## src/rtl/cpu_types_pkg.sv

```systemverilog
// cpu_types_pkg: shared CPU types for the hazard controller (register select, sequencer state).
package cpu_types_pkg;
  localparam int REG_BITS = 5;
  typedef logic [REG_BITS-1:0] regbits_t;
  typedef enum logic [1:0] {RUN, MEMWAIT, DRAIN, HALTED} hazctl_state_t;
endpackage

```

## src/rtl/pipeline_hazard_ctrl_hazard_detect.sv

```systemverilog
// hazard_detect: combinational load-use comparator between the EX load and DE sources.
module hazard_detect #(
  parameter int REG_W = 5
) (
  input  logic             ex_mem_read,
  input  logic [REG_W-1:0] ex_wsel,
  input  logic [REG_W-1:0] de_rsel1,
  input  logic [REG_W-1:0] de_rsel2,
  input  logic             de_uses_rs2,
  output logic             load_use
);
  assign load_use = ex_mem_read && ex_wsel != '0 &&
                    (ex_wsel == de_rsel1 || (de_uses_rs2 && ex_wsel == de_rsel2));
endmodule

```

## src/rtl/pipeline_hazard_ctrl.sv

```systemverilog
// pipeline_hazard_ctrl: stall/flush/enable sequencer for the FD/DE/EM/MW registers and PC.
// PIPE_PERF_CNT_EN adds stall/flush performance counters; otherwise they read zero.
module pipeline_hazard_ctrl
  import cpu_types_pkg::*;
#(
  parameter int REG_W        = 5,
  parameter int DRAIN_CYCLES = 2,
  parameter int PERF_W       = 32
) (
  input  logic              CLK,
  input  logic              nRST,
  input  logic              ihit,
  input  logic              dhit,
  input  logic              mem_access,
  input  logic              ex_mem_read,
  input  logic [REG_W-1:0]  ex_wsel,
  input  logic [REG_W-1:0]  de_rsel1,
  input  logic [REG_W-1:0]  de_rsel2,
  input  logic              de_uses_rs2,
  input  logic              ex_redirect,
  input  logic              mem_halt,
  output logic              pc_en,
  output logic              fd_stall,
  output logic              fd_flush,
  output logic              de_stall,
  output logic              de_flush,
  output logic              em_en,
  output logic              mw_en,
  output logic              halt,
  output logic [PERF_W-1:0] stall_cnt,
  output logic [PERF_W-1:0] flush_cnt
);
  localparam int DW = $clog2(DRAIN_CYCLES + 1);
  if (DRAIN_CYCLES < 1) begin : g_bad_drain
    $error("DRAIN_CYCLES must be at least 1");
  end
  hazctl_state_t state, state_n;
  logic pend, pend_n, load_use, redir, unused_ihit;
  logic [DW-1:0] cnt, cnt_n;
  assign unused_ihit = ihit;
  assign halt = state == HALTED;
  hazard_detect #(.REG_W(REG_W)) u_hazard_detect (
    .ex_mem_read(ex_mem_read),
    .ex_wsel(ex_wsel),
    .de_rsel1(de_rsel1),
    .de_rsel2(de_rsel2),
    .de_uses_rs2(de_uses_rs2),
    .load_use(load_use)
  );
  always_ff @(posedge CLK or negedge nRST)
    if (!nRST) begin
      state <= RUN;
      pend  <= 1'b0;
      cnt   <= '0;
    end else begin
      state <= state_n;
      pend  <= pend_n;
      cnt   <= cnt_n;
    end
  always_comb begin
    state_n  = state;
    pend_n   = pend;
    cnt_n    = cnt;
    redir    = 1'b0;
    pc_en    = 1'b0;
    fd_stall = 1'b0;
    fd_flush = 1'b0;
    de_stall = 1'b0;
    de_flush = 1'b0;
    em_en    = 1'b0;
    mw_en    = 1'b0;
    case (state)
      RUN, MEMWAIT:
        if (state == MEMWAIT ? !dhit : (mem_access && !dhit)) begin
          fd_stall = 1'b1;
          state_n  = MEMWAIT;
          pend_n   = pend | ex_redirect;
        end else begin
          // a redirect held over the miss is applied on the cycle the access completes
          redir    = pend | ex_redirect;
          pc_en    = redir | !load_use;
          fd_stall = !redir & load_use;
          de_stall = !redir & load_use;
          fd_flush = redir;
          de_flush = redir;
          em_en    = 1'b1;
          mw_en    = 1'b1;
          pend_n   = 1'b0;
          state_n  = mem_halt ? DRAIN : RUN;
          cnt_n    = mem_halt ? DW'(DRAIN_CYCLES - 1) : cnt;
        end
      DRAIN: begin
        fd_flush = 1'b1;
        de_flush = 1'b1;
        em_en    = 1'b1;
        mw_en    = 1'b1;
        state_n  = cnt == '0 ? HALTED : DRAIN;
        cnt_n    = cnt == '0 ? cnt : cnt - 1'b1;
      end
      HALTED: state_n = HALTED;
    endcase
  end
`ifdef PIPE_PERF_CNT_EN
  always_ff @(posedge CLK or negedge nRST)
    if (!nRST) begin
      stall_cnt <= '0;
      flush_cnt <= '0;
    end else begin
      if (state != HALTED && !pc_en) stall_cnt <= stall_cnt + 1'b1;
      if (redir) flush_cnt <= flush_cnt + 1'b1;
    end
`else
  assign stall_cnt = '0;
  assign flush_cnt = '0;
`endif
endmodule

```

## config.mk

```make
export PLATFORM = sky130hd
export DESIGN_NAME = pipeline_hazard_ctrl
export DESIGN_NICKNAME = d
export VERILOG_FILES = /design/src/rtl/cpu_types_pkg.sv /design/src/rtl/pipeline_hazard_ctrl_hazard_detect.sv /design/src/rtl/pipeline_hazard_ctrl.sv
export SDC_FILE = /design/constraint.sdc
export NUM_CORES = 1
export LEC_CHECK = 0
export CAP_MARGIN = 20
export CORE_ASPECT_RATIO = 1.4
export CORE_MARGIN = 2
export CORE_UTILIZATION = 29
export CTS_CLUSTER_SIZE = 20
export DETAILED_ROUTE_END_ITERATION = 6
export PLACE_DENSITY = 0.84
export SYNTH_ARGS = -nofsm -noshare
export SYNTH_HDL_FRONTEND = slang
export SYNTH_SLANG_ARGS = --single-unit
```

## constraint.sdc

```tcl
create_clock -name CLK -period 1.6 [get_ports CLK]
set_input_delay 0.32 -clock CLK [delete_from_list [all_inputs] [get_ports CLK]]
set_output_delay 0.32 -clock CLK [all_outputs]
set_load 0.03 [all_outputs]
```

Word-level counts from Yosys, hierarchy flattened
Cells that the tools add are included.

word-level totals
  register bits after elaboration = 5
  input bits = 24
  output and inout bits = 72
  word-level logic and storage cells = 49

operators by class
  add/subtract/negate cells = 1
  eq/ne operators = 8
  muxes and demuxes = 20
  bitwise logic cells = 3
  reduce and logical (&&, ||, !) cells = 14

operators by type and width
  operator               count
  $mux W1                11
  $eq A5 B5 Y1           2
  $mux W2                5
  $ne A2 B2 Y1 const B   3
  $pmux W2 S3            1
  $reduce_bool A5 Y1     1
  $eq A2 B2 Y1 const B   2
  $logic_and A1 B1 Y1    4
  $logic_not A2 Y1       2
  $pmux W1 S2            2
  $pmux W2 S2            1
  $reduce_and A4 Y1      1
  $logic_not A1 Y1       3
  $eq A2 B1 Y1 const B   1
  $or A1 B1 Y1           2
  $reduce_bool A2 Y1     1
  $reduce_or A2 Y1       1
  $sub A2 B1 Y2 const B  1
  $and A1 B1 Y1          1
  $logic_or A1 B1 Y1     1

Depth between registers and ports, before layout
  depth after elaboration = 8
  gate-level depth with buffers = 5
  mapped depth without buffers = 5

By module
A second synthesis with hierarchy kept.

second synthesis, totals
  cell total of the unflattened synthesis = 115
  area total of the unflattened synthesis = 904.6 µm²

modules (own cells, without submodules)
  module                times used  cells each  area each (µm²)  seq. area each (µm²)
  pipeline_hazard_ctrl  1           98          772.0            125.1
  hazard_detect         1           17          132.6            0.0

Least setup slack after synthesis
No wires, ideal clock.

  path kind = reg-to-output
  start = reg state[0]
  end = out fd_flush
  arrival time = 1.737 ns
  required time = 1.280 ns
  slack = -0.457 ns
  cell stages (with the launch flop) = 5
  buffers on the path = 1
  cell sequence = dfrtp_1 o21bai_1 nand2_1 o21ai_0 buf_4

between the ends
  longest elaborated chain between the ends = 4
  elaborated cells between the ends (all ways) = 7
  those cells by class = eq/ne (2); mux (3); reduce/logical (2)

RTL lines
  element                 line                        text
  start, declared         pipeline_hazard_ctrl.sv:37  hazctl_state_t state, state_n;
  start signal, assigned  pipeline_hazard_ctrl.sv:56  state <= state_n;
  $eq A2 B1 Y1            n/a
  $mux W1                 pipeline_hazard_ctrl.sv:74  if (state == MEMWAIT ? !dhit : (mem_access && !dhit)) begin
  $mux W1                 n/a
  $pmux W1 S2 (*)         n/a
  end, declared           pipeline_hazard_ctrl.sv:24  output logic fd_flush,

Mark *: on every way between the ends. The rest lies on a longest branch, timed or not.

Final worst setup path
  start = in de_rsel2[2]
  end = out pc_en

between the ends
  longest elaborated chain between the ends = 8

RTL lines
  element              line                                      text
  start, declared      pipeline_hazard_ctrl.sv:18                input logic [REG_W-1:0] de_rsel2,
  $eq A5 B5 Y1         pipeline_hazard_ctrl_hazard_detect.sv:13  (ex_wsel == de_rsel1 || (de_uses_rs2 && ex_wsel == de_rsel2));
  $logic_and A1 B1 Y1  pipeline_hazard_ctrl_hazard_detect.sv:13
  $logic_or A1 B1 Y1   pipeline_hazard_ctrl_hazard_detect.sv:13
  $logic_and A1 B1 Y1  pipeline_hazard_ctrl_hazard_detect.sv:12  assign load_use = ex_mem_read && ex_wsel != '0 &&
  $logic_not A1 Y1     pipeline_hazard_ctrl.sv:81                pc_en = redir | !load_use;
  $or A1 B1 Y1         pipeline_hazard_ctrl.sv:81
  $mux W1              pipeline_hazard_ctrl.sv:74
  $mux W1              pipeline_hazard_ctrl.sv:72                case (state)
  end, declared        pipeline_hazard_ctrl.sv:22                output logic pc_en,

Every way passes these cells.

==> out/results.txt <==
Status: finished, violations left
Failing checks: negative setup slack
Hold_ws: 0.318 ns
Combinational share of power: 45.1%
Root Buffer: clkbuf_8
Num CTS Buffers: 3
Vias: 671
Routed wire per std cell: 8.46 µm
CP required: 1.28 ns
CP Cell Sequence: buf_6, xor2_2, nor4_4, a32oi_2, o21a_1, buf_12
Final Setup Violations: 3
Routed Antenna Nets: 0
Syn. warnings: 0
Post-synthesis sequential area ratio: 13.8%
Unrepaired setup endpoints after global routing: true
Initial antenna violation count: 0
CP Max Fanout: 3
P_int: 0.355 mW
P_leak: 0.618 nW
Die Wd: 51.2 µm
Flop pwr share: 19.0%
Die H: 70.1 µm
Area Growth Syn to Fin: 24.6%
Clock sinks: 5
Ports: 96
Global-route wire length before repair: 2.27 mm
Largest net degree at the start of global routing: 8
TritonCTS clock tree: yes
ANT cells: 0
Clock Skew: 0.00188 ns
Worst skew pair latency: 0.23 ns
Clock Tree Buf Depth: 2
Commonest non-fill, non-tap cell in the layout: conb_1
Final Hold Fails: 0
PortBufs: 30
Final core utilization: 36.8%
Std-Cell Core Area: 3060 µm²
Final Cycle Share: 111%
Drt pass-1 iters: 4
CP peak stage delay: 0.30 ns
Vias in the first global route: 551
WP data arrival: 1.46 ns
CTS clk-pin slew, worst paths: 0.04 ns
DRC violations left: 0
Sw power: 0.313 mW
Commonest cells after routing, fill and taps aside: conb_1 (64), dlygate4sd2_1 (11), buf_4 (9)
Max Freq: 561 MHz
Post-layout minimum cycle time: 1.78 ns
CTS H-Tree Depth: 1
Worst path buffer plus inverter count: 2
CP startpoint kind: primary input
Die Area: 3590 µm²
Layout Nets: 180
Final GP Congestion: 0.765
DP Cell Count: 188
Crit path capture type: primary output
Layout cell share with drive strength beyond 1: 23.4%
Gr ovfl total: 0
CP Class: primary input to primary output
Max-cap violations: 0
Mapped Area: 906 µm²
Max Transition Viols Final: 0
FF+latch count, synth: 5
Worst vdd ir: 0.363 mV
Post-CTS Hold Buffers: 0
Starting DRC count in detailed routing: 3
Hold Path Class: primary input to asynchronous set/reset pin
Switch share: 46.9%
Cell Pwr Density: 592 nW/µm²
Setup ws final: -0.182 ns
Initial Utilization: 29.6%
GR Util All Layers: 8.73%
Slowest CP cell: nor4_4
Yosys cell types: 25
Non-filler instance count after layout: 193
Clock network power share: 35.9%
Hpwl dp: 1.38 mm
Crit path max-delay family: compound AO/OA/AOI/OAI gates
Detailed Route WL: 1.63 mm
Syn Inst Count: 117
DR vias/cell: 3.48
Avg Cell Area, Syn: 7.74 µm²
# rows: 24
==> metal layers <==
| metal | track usage [%] | routed length, µm |
|---|---|---|
| met4 | 4.39 | 29 |
| met2 | 15.0 | 848 |
| met1 | 7.20 | 482 |
| met3 | 6.20 | 270 |
| met5 | 0 | 0 |
==> worst reg2reg max path, stage by stage, from the launching register on <==
cell,delay (ns)
dfrtp_1,0.36
o21bai_1,0.07
buf_4,0.16
and2_4,0.16
buf_4,0.14
a211o_1,0.28
o31ai_1,0.07
==> worst paths after layout <==
path | from | endpoint | slack [ns] | cells past startpoint
worst max-delay path | de_rsel2[2] | pc_en | -0.18 | 6
worst min-delay path | nRST | state[0] | 0.32 | 1
worst max register to register | state[0] | cnt[1] | 0.27 | 6
worst min register to register | cnt[0] | cnt[0] | 0.49 | 1
max in group asynchronous | nRST | pend | 1.09 | 1
min in group CLK | cnt[0] | cnt[0] | 0.49 | 1
==> repair_timing <==
action,CTS,global route
endpoints found under the setup margin,6,5
pin swaps,15,6
buffers inserted,0,1
endpoints found under the hold margin,0,0
resized for setup,55,4
==> cells by family (layout without fill, tap and decap cells) <==
kind of cell | Yosys count | in the layout | synth area share, %
other | 1 | 64 | 0.414
adders and majority gates | 1 | 1 | 1.38
and+or+nand+nor | 19 | 19 | 9.81
buffers and inverters | 69 | 43 | 55.9
DFF | 5 | 5 | 13.8
xor gates and xnor gates | 10 | 10 | 9.67
AOI/OAI and AO/OA | 12 | 12 | 8.98
==> synthesized netlist by cell type <==
| master | instances | area (µm²) |
|---|---|---|
| nor4_1 | 1 | 6.26 |
| nand3_1 | 1 | 5.00 |
| a21oi_1 | 3 | 15.0 |
| o21ai_0 | 1 | 5.00 |
| nand4_1 | 1 | 6.26 |
| dfrtp_1 | 5 | 125 |
| o22ai_1 | 1 | 6.26 |
| nor3_1 | 3 | 15.0 |
| o31ai_1 | 1 | 7.51 |
| buf_4 | 66 | 495 |
| nand2b_1 | 1 | 6.26 |
| ha_1 | 1 | 12.5 |
| inv_1 | 3 | 11.3 |
| nand2_1 | 4 | 15.0 |
| a21o_1 | 1 | 7.51 |
| xor2_1 | 9 | 78.8 |
| conb_1 | 1 | 3.75 |
| o21a_1 | 1 | 7.51 |
| nor2_1 | 6 | 22.5 |
| a211oi_1 | 1 | 7.51 |
| a211o_1 | 1 | 8.76 |
| xnor2_1 | 1 | 8.76 |
| a32oi_1 | 1 | 8.76 |
| o21bai_1 | 1 | 7.51 |
| and2_1 | 2 | 12.5 |
==> registers in the layout, summed over array words and instances, names as in the netlist <==
signal and flops:
pend 1, cnt 2, state 2
==> final cells by class <==
| class | instances | area [µm²] |
|---|---|---|
| fill | 322 | 1930 |
| multi-input combinational | 106 | 588 |
| timing repair buffer | 36 | 310 |
| sequential | 5 | 125 |
| tap | 39 | 48.8 |
| clock buffer | 4 | 45.0 |
| inverter | 3 | 11.3 |
==> stage by stage <==
step	setup WS (ns)	power, mW	TNS (ns)	area [µm²]
6_report	-0.182	0.668	-0.373	1130
5_1_grt	-0.256	0.701	-0.690	1130
4_1_cts	-0.187	0.669	-0.486	1120
3_5_place_dp	-0.638	0.426	-2.65	1040
3_3_place_gp	-0.587	0.424	-2.46	1040
2_1_floorplan	-0.0858	0.472	-0.149	1160
==> power groups by stage <==
stage | clock network, mW | registers (mW) | logic [mW]
final | 0.240 | 0.127 | 0.301
after global routing | 0.255 | 0.127 | 0.318
after CTS | 0.247 | 0.127 | 0.294
after detailed placement | 0 | 0.129 | 0.297
after global placement | 0 | 0.129 | 0.295
after floorplan | 0 | 0.129 | 0.343
Note: power is estimated with default switching activity, not from simulation.
